### config.mk
export PLATFORM = sky130hd
export DESIGN_NAME = dma_timing_ctrl
export DESIGN_NICKNAME = d
export VERILOG_FILES = /design/src/rtl/dma_timing_ctrl.sv
export SDC_FILE = /design/constraint.sdc
export NUM_CORES = 1
export LEC_CHECK = 0
export ABC_AREA = 1
export BUFFER_PORTS_ARGS = -buffer_cell sky130_fd_sc_hd__buf_2
export CAP_MARGIN = 20
export CORE_AREA = 2 2 100 102
export DETAILED_ROUTE_END_ITERATION = 6
export DIE_AREA = 0 0 102 104
export GPL_ROUTABILITY_DRIVEN = 1
export PLACE_DENSITY = 0.87
export SKIP_LAST_GASP = 1
export SLEW_MARGIN = 30
export SYNTH_ARGS = -nofsm -noshare
export SYNTH_HDL_FRONTEND = slang
export SYNTH_SLANG_ARGS = --single-unit
### constraint.sdc
create_clock -name i_clk -period 2.21 [get_ports i_clk]
set_input_delay 0.442 -clock i_clk [delete_from_list [all_inputs] [get_ports i_clk]]
set_output_delay 0.442 -clock i_clk [all_outputs]
set_load 0.005 [all_outputs]
### src/rtl/dma_timing_ctrl.sv
// -----------------------------------------------------------------------------
// dma_timing_ctrl
// Timing/control engine for a small single-transfer DMA controller. Arbitrates
// between NUM_CH request channels, handshakes the bus with the CPU (HRQ/HLDA)
// and sequences the address/read/write strobes of one transfer per grant.
// Each channel has a word counter that counts down and flags terminal count
// (eop).
//
// Optional feature macro: ROTATING_PRIORITY_EN
//   undefined : fixed priority, channel 0 highest
//   defined   : the channel served last becomes lowest priority after each S4
//
// Ports
//   i_clk, i_reset_n          clock, asynchronous active-low reset
//   i_dreq, i_mask            per-channel request (level) and mask (1 = ignore)
//   i_xfer_wr                 per-channel direction, 1 = IO->memory
//   i_hlda                    hold acknowledge from the CPU
//   i_ext_eop_n               external terminate, active-low
//   i_wc_load/_chan/_value    word-count programming port
//   o_hrq, o_dack             hold request, one-hot channel acknowledge
//   o_idle_cycle/o_active_cycle  cycle-type flags
//   o_ior/o_iow/o_memr/o_memw active-low bus strobes
//   o_aen, o_adstb            address enable / address strobe
//   o_eop                     terminal count, active-low
//   o_addr_inc                one-cycle address advance pulse
//   o_wc_count                all word counters, channel c at [c*WC_W +: WC_W]
// -----------------------------------------------------------------------------
module dma_timing_ctrl #(
  parameter int  NUM_CH = 4,
  parameter int  WC_W   = 16,
  localparam int CH_W   = (NUM_CH > 1) ? $clog2(NUM_CH) : 1
) (
  input  logic                   i_clk,
  input  logic                   i_reset_n,
  input  logic [NUM_CH-1:0]      i_dreq,
  input  logic [NUM_CH-1:0]      i_mask,
  input  logic [NUM_CH-1:0]      i_xfer_wr,
  input  logic                   i_hlda,
  input  logic                   i_ext_eop_n,
  input  logic                   i_wc_load,
  input  logic [CH_W-1:0]        i_wc_chan,
  input  logic [WC_W-1:0]        i_wc_value,
  output logic                   o_hrq,
  output logic [NUM_CH-1:0]      o_dack,
  output logic                   o_idle_cycle,
  output logic                   o_active_cycle,
  output logic                   o_ior,
  output logic                   o_iow,
  output logic                   o_memr,
  output logic                   o_memw,
  output logic                   o_aen,
  output logic                   o_adstb,
  output logic                   o_eop,
  output logic                   o_addr_inc,
  output logic [NUM_CH*WC_W-1:0] o_wc_count
);

  typedef enum logic [2:0] {
    ST_SI = 3'd0, ST_S0 = 3'd1, ST_S1 = 3'd2,
    ST_S2 = 3'd3, ST_S3 = 3'd4, ST_S4 = 3'd5
  } state_t;

  localparam logic [CH_W-1:0] CH_ZERO = {CH_W{1'b0}};
  localparam logic [CH_W-1:0] CH_ONE  = CH_W'(1);
  localparam logic [CH_W-1:0] CH_LAST = CH_W'(NUM_CH - 1);
  localparam logic [WC_W-1:0] WC_ONE  = WC_W'(1);

  state_t            r_state, w_state_nxt;
  logic [CH_W-1:0]   r_ch, w_ch, w_win, w_ptr;
  logic              w_found, r_abort, w_abort_nxt;
  logic [WC_W-1:0]   r_wc [NUM_CH];
  logic [WC_W-1:0]   w_wc_pre;
  logic [NUM_CH-1:0] w_req;

  // Registered outputs and their next values (decoded from the next state so
  // every output changes cleanly on the clock edge).
  logic              r_hrq, r_idle, r_act, r_aen, r_adstb, r_inc, r_eop;
  logic              r_ior, r_iow, r_memr, r_memw;
  logic [NUM_CH-1:0] r_dack;
  logic              w_hrq, w_idle, w_act, w_aen, w_adstb, w_inc, w_eop;
  logic              w_ior, w_iow, w_memr, w_memw;
  logic [NUM_CH-1:0] w_dack;

  // Cyclic search for the first requesting channel starting at ptr.
  function automatic logic [CH_W:0] f_pick(input logic [NUM_CH-1:0] req,
                                           input logic [CH_W-1:0]   ptr);
    logic            found;
    logic [CH_W-1:0] idx;
    int              j;
    found = 1'b0;
    idx   = {CH_W{1'b0}};
    for (int k = 0; k < NUM_CH; k++) begin
      j = int'(ptr) + k;
      if (j >= NUM_CH) j = j - NUM_CH;
      if (!found && req[j]) begin
        found = 1'b1;
        idx   = CH_W'(j);
      end
    end
    return {found, idx};
  endfunction

`ifdef ROTATING_PRIORITY_EN
  logic [CH_W-1:0] r_rot_ptr;

  // Rotation pointer: the channel after the one just served gets top priority.
  always_ff @(posedge i_clk or negedge i_reset_n) begin
    if (!i_reset_n) begin
      r_rot_ptr <= CH_ZERO;
    end else if (r_state == ST_S4) begin
      r_rot_ptr <= (r_ch == CH_LAST) ? CH_ZERO : r_ch + CH_ONE;
    end else begin
      r_rot_ptr <= r_rot_ptr;
    end
  end
  assign w_ptr = r_rot_ptr;
`else
  assign w_ptr = CH_ZERO;
`endif

  assign w_req              = i_dreq & ~i_mask;
  assign {w_found, w_win}   = f_pick(w_req, w_ptr);
  // The winner is only open to change while leaving S0; afterwards it is frozen.
  assign w_ch               = (r_state == ST_S0) ? w_win : r_ch;
  // Count value the channel will hold on the next cycle (a load wins).
  assign w_wc_pre           = (i_wc_load && (i_wc_chan == w_ch)) ? i_wc_value : r_wc[w_ch];

  // Next-state logic and next-output decode.
  always_comb begin
    w_state_nxt = r_state;
    w_abort_nxt = r_abort;
    case (r_state)
      ST_SI: begin
        if (|w_req) w_state_nxt = ST_S0;
        else        w_state_nxt = ST_SI;
      end
      ST_S0: begin
        w_abort_nxt = 1'b0;
        if (i_hlda) w_state_nxt = w_found ? ST_S1 : ST_SI;
        else        w_state_nxt = ST_S0;
      end
      ST_S1, ST_S2, ST_S3: begin
        if (!i_hlda) begin
          w_state_nxt = ST_SI;
        end else if (!i_ext_eop_n) begin
          w_state_nxt = ST_S4;
          w_abort_nxt = 1'b1;
        end else begin
          w_state_nxt = (r_state == ST_S1) ? ST_S2 :
                        (r_state == ST_S2) ? ST_S3 : ST_S4;
        end
      end
      ST_S4:   w_state_nxt = ST_SI;
      default: w_state_nxt = ST_SI;
    endcase

    w_hrq   = (w_state_nxt != ST_SI);
    w_idle  = (w_state_nxt == ST_SI);
    w_act   = (w_state_nxt == ST_S1) || (w_state_nxt == ST_S2) ||
              (w_state_nxt == ST_S3) || (w_state_nxt == ST_S4);
    w_aen   = w_act;
    w_adstb = (w_state_nxt == ST_S1);
    for (int i = 0; i < NUM_CH; i++) begin
      w_dack[i] = w_act && (w_ch == CH_W'(i));
    end
    // Read strobe covers S2..S3, write strobe S3 only; direction picks which pair.
    if ((w_state_nxt == ST_S2) || (w_state_nxt == ST_S3)) begin
      w_ior  = !i_xfer_wr[w_ch];
      w_memr =  i_xfer_wr[w_ch];
    end else begin
      w_ior  = 1'b1;
      w_memr = 1'b1;
    end
    if (w_state_nxt == ST_S3) begin
      w_memw = !i_xfer_wr[w_ch];
      w_iow  =  i_xfer_wr[w_ch];
    end else begin
      w_memw = 1'b1;
      w_iow  = 1'b1;
    end
    w_inc = (w_state_nxt == ST_S4) && !w_abort_nxt;
    w_eop = !((w_state_nxt == ST_S4) && !w_abort_nxt && (w_wc_pre == {WC_W{1'b0}}));
  end

  // State, frozen channel, abort flag and output registers.
  always_ff @(posedge i_clk or negedge i_reset_n) begin
    if (!i_reset_n) begin
      r_state <= ST_SI;
      r_ch    <= CH_ZERO;
      r_abort <= 1'b0;
      r_hrq   <= 1'b0;
      r_idle  <= 1'b1;
      r_act   <= 1'b0;
      r_aen   <= 1'b0;
      r_adstb <= 1'b0;
      r_dack  <= {NUM_CH{1'b0}};
      r_ior   <= 1'b1;
      r_iow   <= 1'b1;
      r_memr  <= 1'b1;
      r_memw  <= 1'b1;
      r_inc   <= 1'b0;
      r_eop   <= 1'b1;
    end else begin
      r_state <= w_state_nxt;
      r_ch    <= w_ch;
      r_abort <= w_abort_nxt;
      r_hrq   <= w_hrq;
      r_idle  <= w_idle;
      r_act   <= w_act;
      r_aen   <= w_aen;
      r_adstb <= w_adstb;
      r_dack  <= w_dack;
      r_ior   <= w_ior;
      r_iow   <= w_iow;
      r_memr  <= w_memr;
      r_memw  <= w_memw;
      r_inc   <= w_inc;
      r_eop   <= w_eop;
    end
  end

  // Word counters: programming load has precedence over the S4 decrement.
  always_ff @(posedge i_clk or negedge i_reset_n) begin
    if (!i_reset_n) begin
      for (int i = 0; i < NUM_CH; i++) r_wc[i] <= {WC_W{1'b0}};
    end else begin
      for (int i = 0; i < NUM_CH; i++) begin
        if (i_wc_load && (i_wc_chan == CH_W'(i))) begin
          r_wc[i] <= i_wc_value;
        end else if ((r_state == ST_S4) && !r_abort && (r_ch == CH_W'(i))) begin
          r_wc[i] <= r_wc[i] - WC_ONE;
        end else begin
          r_wc[i] <= r_wc[i];
        end
      end
    end
  end

  // Flatten the counter array onto the readback port.
  always_comb begin
    o_wc_count = {(NUM_CH*WC_W){1'b0}};
    for (int i = 0; i < NUM_CH; i++) o_wc_count[i*WC_W +: WC_W] = r_wc[i];
  end

  assign o_hrq          = r_hrq;
  assign o_dack         = r_dack;
  assign o_idle_cycle   = r_idle;
  assign o_active_cycle = r_act;
  assign o_aen          = r_aen;
  assign o_adstb        = r_adstb;
  assign o_ior          = r_ior;
  assign o_iow          = r_iow;
  assign o_memr         = r_memr;
  assign o_memw         = r_memw;
  assign o_addr_inc     = r_inc;
  assign o_eop          = r_eop;

endmodule

Word level (Yosys, flattened, before mapping)
Index checks and enable logic that the tools add are counted.

operators by class
  add/sub/neg operators = 4
  equality and inequality tests = 19
  muxes and demuxes = 37
  order comparisons = 2
  reductions and logical operators = 43
  bitwise operators = 3

operators with widths
  cell                   count
  $mux 16                11
  $sub 16x1->16 const B  4
  $bmux 16 s2            1
  $logic_and 1x1->1      19
  $logic_not 16->1       1
  $mux 1                 14
  $eq 2x2->1 const B     6
  $eq 3x2->1 const B     4
  $eq 3x3->1 const B     4
  $mux 2                 5
  $mux 3                 3
  $pmux 3 s3             1
  $reduce_bool 2->1      4
  $logic_not 1->1        7
  $eq 2x1->1 const B     3
  $logic_not 2->1        3
  $logic_not 3->1        2
  $and 4x4->4            1
  $logic_or 1x1->1       4
  $not 4->4              1
  $reduce_or 4->1        1
  $eq 3x1->1 const B     1
  $ge 3x3->1 const B     1
  $lt 2x3->1 const B     1
  other kinds (6)        6

word-level totals
  input port bits = 35
  logic and storage cells = 126
  register bits after elaboration = 84
  output and inout port bits = 79

Longest topological paths before layout
Gate-level depths: netlist (run 1).

  depth after elaboration = 21
  gate-level depth with buffers = 14
  gate-level depth less buffers = 13

Least setup slack after synthesis (run 1)
No wires, ideal clock.

  path kind = register to register
  start = register r_wc (netlist bit o_wc_count[16])
  end = register r_wc (netlist bit o_wc_count[30])
  required time = 2.123 ns
  setup slack = 0.622 ns
  setup time = 0.087 ns
  period minus slack after synthesis = 1.588 ns
  arrival = 1.501 ns
  cell stages (with the launch flop) = 10
  buffers on the path = 0
  path through = dfrtp_1 > inv_1 > ha_1 > nand2_1 > nor3_2 > nand3_1 > nor2_1 > xor2_1 > nand2_1 > o211ai_1

between the ends
  word-level cells in the longest chain between the ends = 3

ends and longest elaborated chain
  what                               line  RTL
  from (decl)                        71    logic [WC_W-1:0] r_wc [NUM_CH];
  from (signal, indexed assignment)  229   r_wc[i] <= i_wc_value;
  from (signal, indexed assignment)  231   r_wc[i] <= r_wc[i] - WC_ONE;
  from (signal, indexed assignment)  233   r_wc[i] <= r_wc[i];
  $sub 16x1->16                      231
  $mux 16                            230   end else if ((r_state == ST_S4) && !r_abort && (r_ch == CH_W'(i))) begin
  $mux 16                            228   if (i_wc_load && (i_wc_chan == CH_W'(i))) begin

Every way passes these cells. The select of a mux whose other input is x is not followed.
A chain may end at the register's enable or synchronous reset.

Worst setup path after layout (run 1)
  start = register r_wc (netlist bit o_wc_count[32])
  end = register r_wc (netlist bit o_wc_count[42])

The elaborated chain is that of the path after synthesis.

==> results.md, run 1 <==
Yosys:
- For this run, the register share of the synthesized area comes to 0.416.
- The synthesized instance count is 654.
- The count of distinct cell types in the synthesized netlist is 42.
- The share of flip-flops with an asynchronous set or reset after synthesis is 1.00.
- The largest area contributor in the synthesized netlist is dfrtp_1.
- Measured against the total synthesized area, the mux share comes to 0.
- The synthesized area per cell is 7.75 µm².
- Of the total synthesized cell area, the portion taken by XOR and XNOR cells is 0.0691.
- Of the post-synthesis cell area, the dominant cell type holds 0.385.
- The predominant post-synthesis flop cell is dfrtp_1.
- The number of enable flip-flop cells after synthesis is 0.
- The netlist area before placement is 0.00507 mm².
- The total nets after synthesis is 693.
- Of the total synthesized cell area, the portion taken by full adders, half adders and majority gates is 0.00987.
- The main combinational cell family by area after synthesis is simple AND/OR/NAND/NOR gates.
- Of the total synthesized cell area, the portion taken by AND, OR, NAND and NOR gates is 0.292.
- The complex-gate fraction of the synthesized area was 0.133.
- Counting flops and latches in the post-synthesis netlist gives 84.
- In the post-synthesis netlist, the biggest area contributors are dfrtp_1, nand2_1, inv_1.
- The number of warnings reported in the yosys synthesis log is 0.

Critical path:
- The startpoint of the most critical setup path is o_wc_count[32].
- The worst reg-to-reg path cell count is 7.
- The worst setup path is of the flip-flop to flip-flop kind.
- The capturing element of the worst setup path is o_wc_count[42].
- On the critical path, the stage with the largest delay is an instance of dfrtp_1.
- The critical path endpoint category is a flip-flop.
- The data required time at the worst endpoint is 2.49 ns.
- The worst register-to-register path has a setup slack of approximately 0.27 ns.
- At the worst endpoint, the arrival time is between 2 and 2.5 ns.
- The critical path startpoint category is a flip-flop.
- The beginning of the worst register-to-register path is o_wc_count[32].
- The maximum single-stage delay on the critical path is 0.47 ns.
- Traced cell by cell, the critical path runs through inv_1, ha_1, nand3_1, nor4_1, nand2_1, xor2_1, o21bai_1.
- The reg-to-reg critical path endpoint is o_wc_count[42].
- The largest fanout on the critical path is 5.

STA:
- Between clock sinks in the finished design, the worst skew comes to 0.0101 ns.
- The worst pin sits at a relative slew slack of 0.657.
- The number of max-slew violations in the final report is 0.
- The fmax is 516 MHz.
- Hold timing on the final database bottoms out at a slack of 0.0410 ns.
- Setup violations remaining at the end of the flow were counted as 0.
- The final hold violation count is 0.
- Dividing the final minimum period by the clock period gives 0.878.
- Setup total negative slack on the finished layout was measured at 0 ns.
- The final period demand of the worst path is 1.94 ns.
- Setup repair after global routing left no endpoint under its margin.
- Setup slack closes at 0.270 ns.
- At the pin with the least slew margin, the transition time is 0.515 ns.

Die:
- The die outline width is 102 µm.
- Measured along the y axis, the die boundary spans roughly 100 µm.
- The number of placement rows is 36.
- The effective utilization at floorplan is 0.531.
- The die covers 0.0106 mm².
- Pin placement for this block handled 114 I/O pins.
- The core box area is roughly 0.0095 mm².

Placement:
- Prior to clock tree synthesis, the placed netlist has a worst setup slack of 0.283 ns.
- At the end of routability-driven placement, the weighted congestion stood at 0.949.
- Port buffering added 113 buffers.
- The wire-length estimate of the detail-placed layout is between 10 and 15 mm.

Final layout:
- In the final design database the tool counted 813 nets.
- The fraction of layout instances using a drive strength above 1 is 0.230.
- The area added between synthesis and finish is 18.1%.
- The area taken by multi-input logic gates is 0.00256 mm².
- The sequential cell area in the final layout is 0.00211 mm².
- The number of antenna repair diodes is 0.
- Fill cells in the final layout number 835.

Global routing:
- The number of antenna violations at the first check in global routing came to 0.
- Summed over all layers, the global routing overflow is 0.
- The first-pass GRT wire length is between 20 and 25 mm.
- The via count of the first global-routing pass is roughly 5.1k.
- Across every metal layer, demand over resource in global routing totals 0.298.
- The largest net degree at the start of global routing is 38.

Detailed routing:
- The routed wire length on met3 is 1.18 mm.
- For this run, the detailed router's first-pass iteration total came to 5.
- The average via count per standard cell is 5.65.
- The routed wirelength normalized by instance count is 16.8 µm.
- The number of DRC violations after detailed-routing iteration 0 is 592.
- For this run, design rule violations remaining after detail routing come to 0.
- Detailed routing inserted a total of 5,152 vias.
- In this run the remaining antenna-violating nets after routing total 0.
- Summed over all nets, wire length on met2 after detailed routing comes to about 7.4 mm.
- The uppermost signal routing layer after detailed routing is met4.
- The total routed wirelength is 15.4 mm.
- The routed length on met1 is 6.08 mm.

Clocking:
- TritonCTS built the clock tree.
- Once the clock tree was built, the setup fixing pass inserted 0 buffers.
- The later pin in the worst-skew pair is clocked with a latency of approximately 0.38 ns.
- In this run, post-CTS hold repair placed 0 buffers.
- The number of H-tree levels is 3.
- The root buffer selected by CTS is clkbuf_8.
- The clock sink count is 84.
- Gates resized during post-CTS repair numbered 0.
- After clock tree synthesis, the clock-pin slew on the worst setup and hold paths is 0.09 ns.
- The number of buffers added by the clock tree synthesis step is 9.
- Counting along the longest clock path gives a buffer depth of 2.

Worst hold path:
- The min-delay analysis places its worst path in the category input pin to asynchronous set/reset pin.

Pwr:
- The design draws 6.09 mW.
- VDD sags by at most 560 µV.
- The total power density per cell area is 1020 mW/mm².
- The reported leakage power is 3.02 nW.

Status:
- The flow ran to the end, and the final reports show no timing, DRC or antenna violations.

Flow run:
- Across the run, the number of max-cap violations was 0.
## sequential cells by signal, indices dropped and copies added, names as in the netlist, 2 cells and up
register,cells
o_dack,4
r_ch,2
o_wc_count,64
r_state,3
## worst min path at each step
| stage | end | slack (ns) |
|---|---|---|
| floorplan | o_addr_inc | 0.15 |
| global placement | o_adstb | 0.45 |
| detailed placement | o_wc_count[33] | 0.46 |
| CTS | o_adstb | 0.06 |
| global route | o_addr_inc | 0.06 |
| finish | o_wc_count[33] | 0.04 |
## area by class of cell
type / instances / share of cell area
timing repair buffer: 117 / 0.102
clock buffer: 12 / 0.0226
multi-input combinational: 466 / 0.427
inverter: 96 / 0.0602
tap: 133 / 0.0278
clock inverter: 4 / 0.00856
sequential: 84 / 0.352
## per-stage QoR
stage	instances	cell area (µm²)	util
2_1_floorplan	654	5070	-
3_3_place_gp	896	5800	0.608
3_5_place_dp	896	5800	0.608
4_1_cts	912	5990	0.627
5_1_grt	912	5990	0.627
6_report	912	5990	0.627
## worst max-delay path, delay by kind of cell, from the launching register on
family	cells	cell delay, ns
DFF	1	0.47
adders and majority gates	1	0.25
AOI/OAI and AO/OA	1	0.18
buffers and inverters	1	0.18
xor gates and xnor gates	1	0.16
and+or+nand+nor	3	0.60
## report_power, final
group / internal [mW] / switching (mW) / total, mW
combinational: 0.998 / 1.56 / 2.56
clock: 0.524 / 0.569 / 1.09
sequential: 1.96 / 0.482 / 2.44
total: 3.48 / 2.62 / 6.09
## synth_stat cells, types with 6 or more instances
library cell / number
nor3_1: 11
xor2_1: 34
o221ai_1: 34
nand2_2: 9
nand4_1: 7
o21ai_0: 7
xnor2_1: 6
dfrtp_1: 78
inv_1: 81
o211ai_1: 20
nor3_2: 7
dfstp_2: 6
nand2_1: 153
nor2_1: 81
nand3_1: 47
inv_2: 14
a21oi_1: 9
## cells by family after synthesis
logic type	after synthesis
and+or+nand+nor	333
buffers and inverters	104
AOI/OAI and AO/OA	89
DFF	84
xor gates and xnor gates	40
adders and majority gates	4
## cell usage in the layout, fill, tap and decap left out, types with 9 or more instances in the layout
master / synthesis / layout
nand2_2: 9 / 9
a21oi_1: 9 / 9
buf_2: 2 / 112
nand2_1: 153 / 153
inv_1: 81 / 81
nand3_1: 47 / 47
inv_2: 14 / 14
nor3_1: 11 / 11
dfrtp_1: 78 / 78
xor2_1: 34 / 34
o221ai_1: 34 / 34
o211ai_1: 20 / 20
clkbuf_8: 0 / 9
nor2_1: 81 / 81
## layer usage
metal  global-route usage  vias to the layer above
met5                    0                        -
met1                0.381                     2412
met2                0.470                      265
met4                0.160                        0
met3               0.0632                       56
li1                     -                     2419
(Power assumes the default switching activity.)
==> run 2: changes to the inputs <==
Settings changed: CORE_AREA 2 2 100 102 to 2 2 104 106, DIE_AREA 0 0 102 104 to 0 0 106 108, PLACE_DENSITY 0.87 to 0.85.
Clock period 2.21 ns to 1.7 ns, I/O delays scaled along.
==> run 2 against run 1 <==
Compared with the run above:
- global-route usage fell by 2.5 points
- non-clock buffer count rose by 40
- clock skew fell by 0.00066 ns
- worst hold slack improved by 0.18 ns
- register-to-register slack got worse by 0.22 ns
- final area rose by 8.5%
- power rose by 38%
- first-iteration DRC count fell by 31%
- worst setup slack got worse by 0.22 ns
- sequential power rose by 28%
- critical endpoint is now o_wc_count[28]
==> results.md, run 2 (synthesized netlist as in run 1, its figures left out) <==
Clocking:
- The maximum number of buffers from clock root to sink was 2 (unchanged).
- The tree is rooted in a clkbuf_8.
- The TritonCTS clock tree is done.
- The clock edge transition at the registers on the reported setup and hold paths is 0.10 ns (about the same).
- The number of H-tree levels is 3 (unchanged).
- The clock sink count is 84 (unchanged).
- The number of buffers added by the clock tree synthesis step was 9 (unchanged).
- The clock latency reported for the late side of the worst-skew pair came to 0.38 ns (about the same).

Status:
- The run finished with clean final reports.

Die:
- The die area was 0.0114 mm² (+7.9%).
- The effective utilization at floorplan was 0.496 (-0.0354).
- The core box area came to 0.0102 mm² (+7.1%).
- The die outline width came to 106 µm (+3.9%).
- The number of placement rows is 37 (+2.8%).
- The number of top-level pins was 114 (unchanged).
- The vertical die dimension is 108 µm (+3.8%).

Final layout:
- The fraction of layout instances using a drive strength above 1 is 0.314 (+0.0840).
- The core utilization of the finished layout is 0.635 (+0.00785).
- The number of antenna repair diodes is 0 (unchanged).
- Leaving out fill and tap cells, the most frequent cells in the layout are nand2_1, buf_2, inv_1.
- The filler cell count is 917 (+9.8%).
- The area growth from synthesis to layout is 28.2%.
- The library cell used most frequently in the layout, excluding fill and tap cells, is nand2_1.
- The number of nets in the final layout is 853 (+4.9%).
- The flip-flop count of the largest register, all copies and words added is 64 (unchanged).

Critical path:
- The arrival time reported for the critical path endpoint is 1.95 ns (-0.27 ns).
- The family with the most delay on the worst path is simple AND/OR/NAND/NOR gates.
- The critical path startpoint category is a flip-flop.
- The data required time at the worst endpoint is 2.00 ns (-0.49 ns).
- The slowest stage of the critical path is the dfrtp_1 cell.
- The setup path with the least slack is of type flip-flop to flip-flop.
- The largest fanout on the critical path is 3 (-2).
- The number of buffers and inverters on the critical path was 1 (unchanged).
- Traced cell by cell, the critical path runs through inv_2, ha_4, nand2_4, nor3_4, nand3_2, nor2_1, xor2_1, nand2_1, o211ai_1.
- The maximum single-stage delay on the critical path came to 0.42 ns (-0.05 ns).
- The worst setup path is captured at a flip-flop.

Detailed routing:
- The routed wirelength normalized by instance count was 16.7 µm (-1.0%).
- The number of DRC violations after detailed-routing iteration 0 is 411 (-31%).
- The routed via count is 5,382 (+4.5%).
- The remaining design rule violation count came to 0 (unchanged).
- The total routed wirelength is 15.9 mm (+3.6%).
- The total iterations of the first detailed-routing run is 5 (unchanged).
- The average via count per standard cell was 5.64 (-0.24%).
- The residual antenna-violating net count after detailed routing is 0 (unchanged).

Worst hold path:
- The min-delay analysis places its worst path in the category input pin to flip-flop.

Flow run:
- The max-capacitance violation count was 0 (unchanged).

STA:
- The share of the cycle needed by the critical path after routing came to 0.971 (+0.0939).
- The setup clock skew after layout was 0.00949 ns (-0.000658 ns).
- The final period demand of the worst path is 1.65 ns (-0.288 ns).
- The number of endpoints failing setup at the final stage is 0 (unchanged).
- The final hold violation count came to 0 (unchanged).
- The actual transition at the worst max-transition pin was 0.417 ns (-0.0972 ns).
- Setup repair after global routing could not meet its margin everywhere.
- The fmax is 605 MHz (+17%).
- The number of max-slew violations in the final report is 0 (unchanged).
- The relative max-transition margin came to 0.721 (+0.0645).

Global routing:
- The largest net degree at the start of global routing is 33 (-13%).
- The first-pass GRT wire length is 24.3 mm (-1.6%).
- The via count of the first global-routing pass was 4,841 (-5.3%).
- The number of antenna violations at the first check in global routing was 0 (unchanged).
- The sum of overflow across all layers after global routing is 0 (unchanged).
- The global-route usage over all layers is 0.273 (-0.0253).

Pwr:
- The reported leakage power is 3.24 nW (+7.2%).
- The largest voltage drop on the vdd net came to 637 µV (+14%).
- The total power density per cell area is 1300 mW/mm² (+28%).
- The total power of the final layout is 8.43 mW (+38%).

Placement:
- The half-perimeter wire length of the detailed placement result is 11.7 mm (+1.3%).
- The number of buffers added on ports came to 113 (unchanged).
- The final RePlAce weighted congestion came to 0.934 (-1.6%).
## run 2: changes by cell type in the layout (fill, tap and decap cells not counted), moves of 4 or more
cell and change:
buf_4 +38, nor2_1 -13, nor2_2 +10, inv_1 -4, nand2_1 -4
## run 2: final cells by class
| cell class | count | area [µm²] | share of cell area |
|---|---|---|---|
| tap | 136 | 170 | 0.0262 |
| clock inverter | 7 | 66.3 | 0.0102 |
| clock buffer | 9 | 124 | 0.0191 |
| inverter | 96 | 363 | 0.0558 |
| multi-input combinational | 466 | 2740 | 0.421 |
| timing repair buffer | 157 | 926 | 0.142 |
| sequential | 84 | 2110 | 0.325 |
## run 2: final timing paths
check | startpoint | slack, ns | depth (start not counted) | endpoint
hold reg to reg | o_wc_count[57] | 0.56 | 2 | o_wc_count[57]
hold / removal | i_ext_eop_n | 0.22 | 2 | r_abort
min in group asynchronous | i_reset_n | 0.43 | 2 | o_wc_count[42]
setup reg to reg | o_wc_count[17] | 0.05 | 9 | o_wc_count[28]
setup / recovery | o_wc_count[17] | 0.05 | 9 | o_wc_count[28]
max in group asynchronous | i_reset_n | 0.70 | 3 | o_iow
## run 2: power by group
part	switching, mW	total [mW]	internal [mW]
clock	0.865	1.44	0.572
combinational	2.26	3.87	1.60
sequential	0.581	3.12	2.54
## run 2: timing repair
action,CTS,global route
endpoints found under the hold margin,24,0
buffers inserted,0,5
pin swaps,0,11
gates resized for setup,1,49
endpoints found under the setup margin,2,44
hold buffers,1,0
## run 2: metal layers
metal / share of wire / vias to the layer above / track usage / wire, µm
li1: - / 2502 / - / -
met1: 0.40 / 2534 / 0.364 / 6380
met2: 0.47 / 290 / 0.438 / 7530
met3: 0.082 / 56 / 0.0452 / 1310
met4: 0.043 / 0 / 0.130 / 690
met5: 0 / - / 0 / 0
## run 2: through the flow
stage	area [µm²]	setup TNS, ns	cells	hold WS, ns	setup slack, ns
after CTS	6280	0	950	0.208	0.0218
final	6500	0	955	0.224	0.0485
after global placement	6070	0	933	0.298	0.0837
after detailed placement	6070	0	933	0.296	0.0120
after floorplan	5070	0	654	0.0444	0.112
after global routing	6500	-0.384	955	0.225	-0.0592
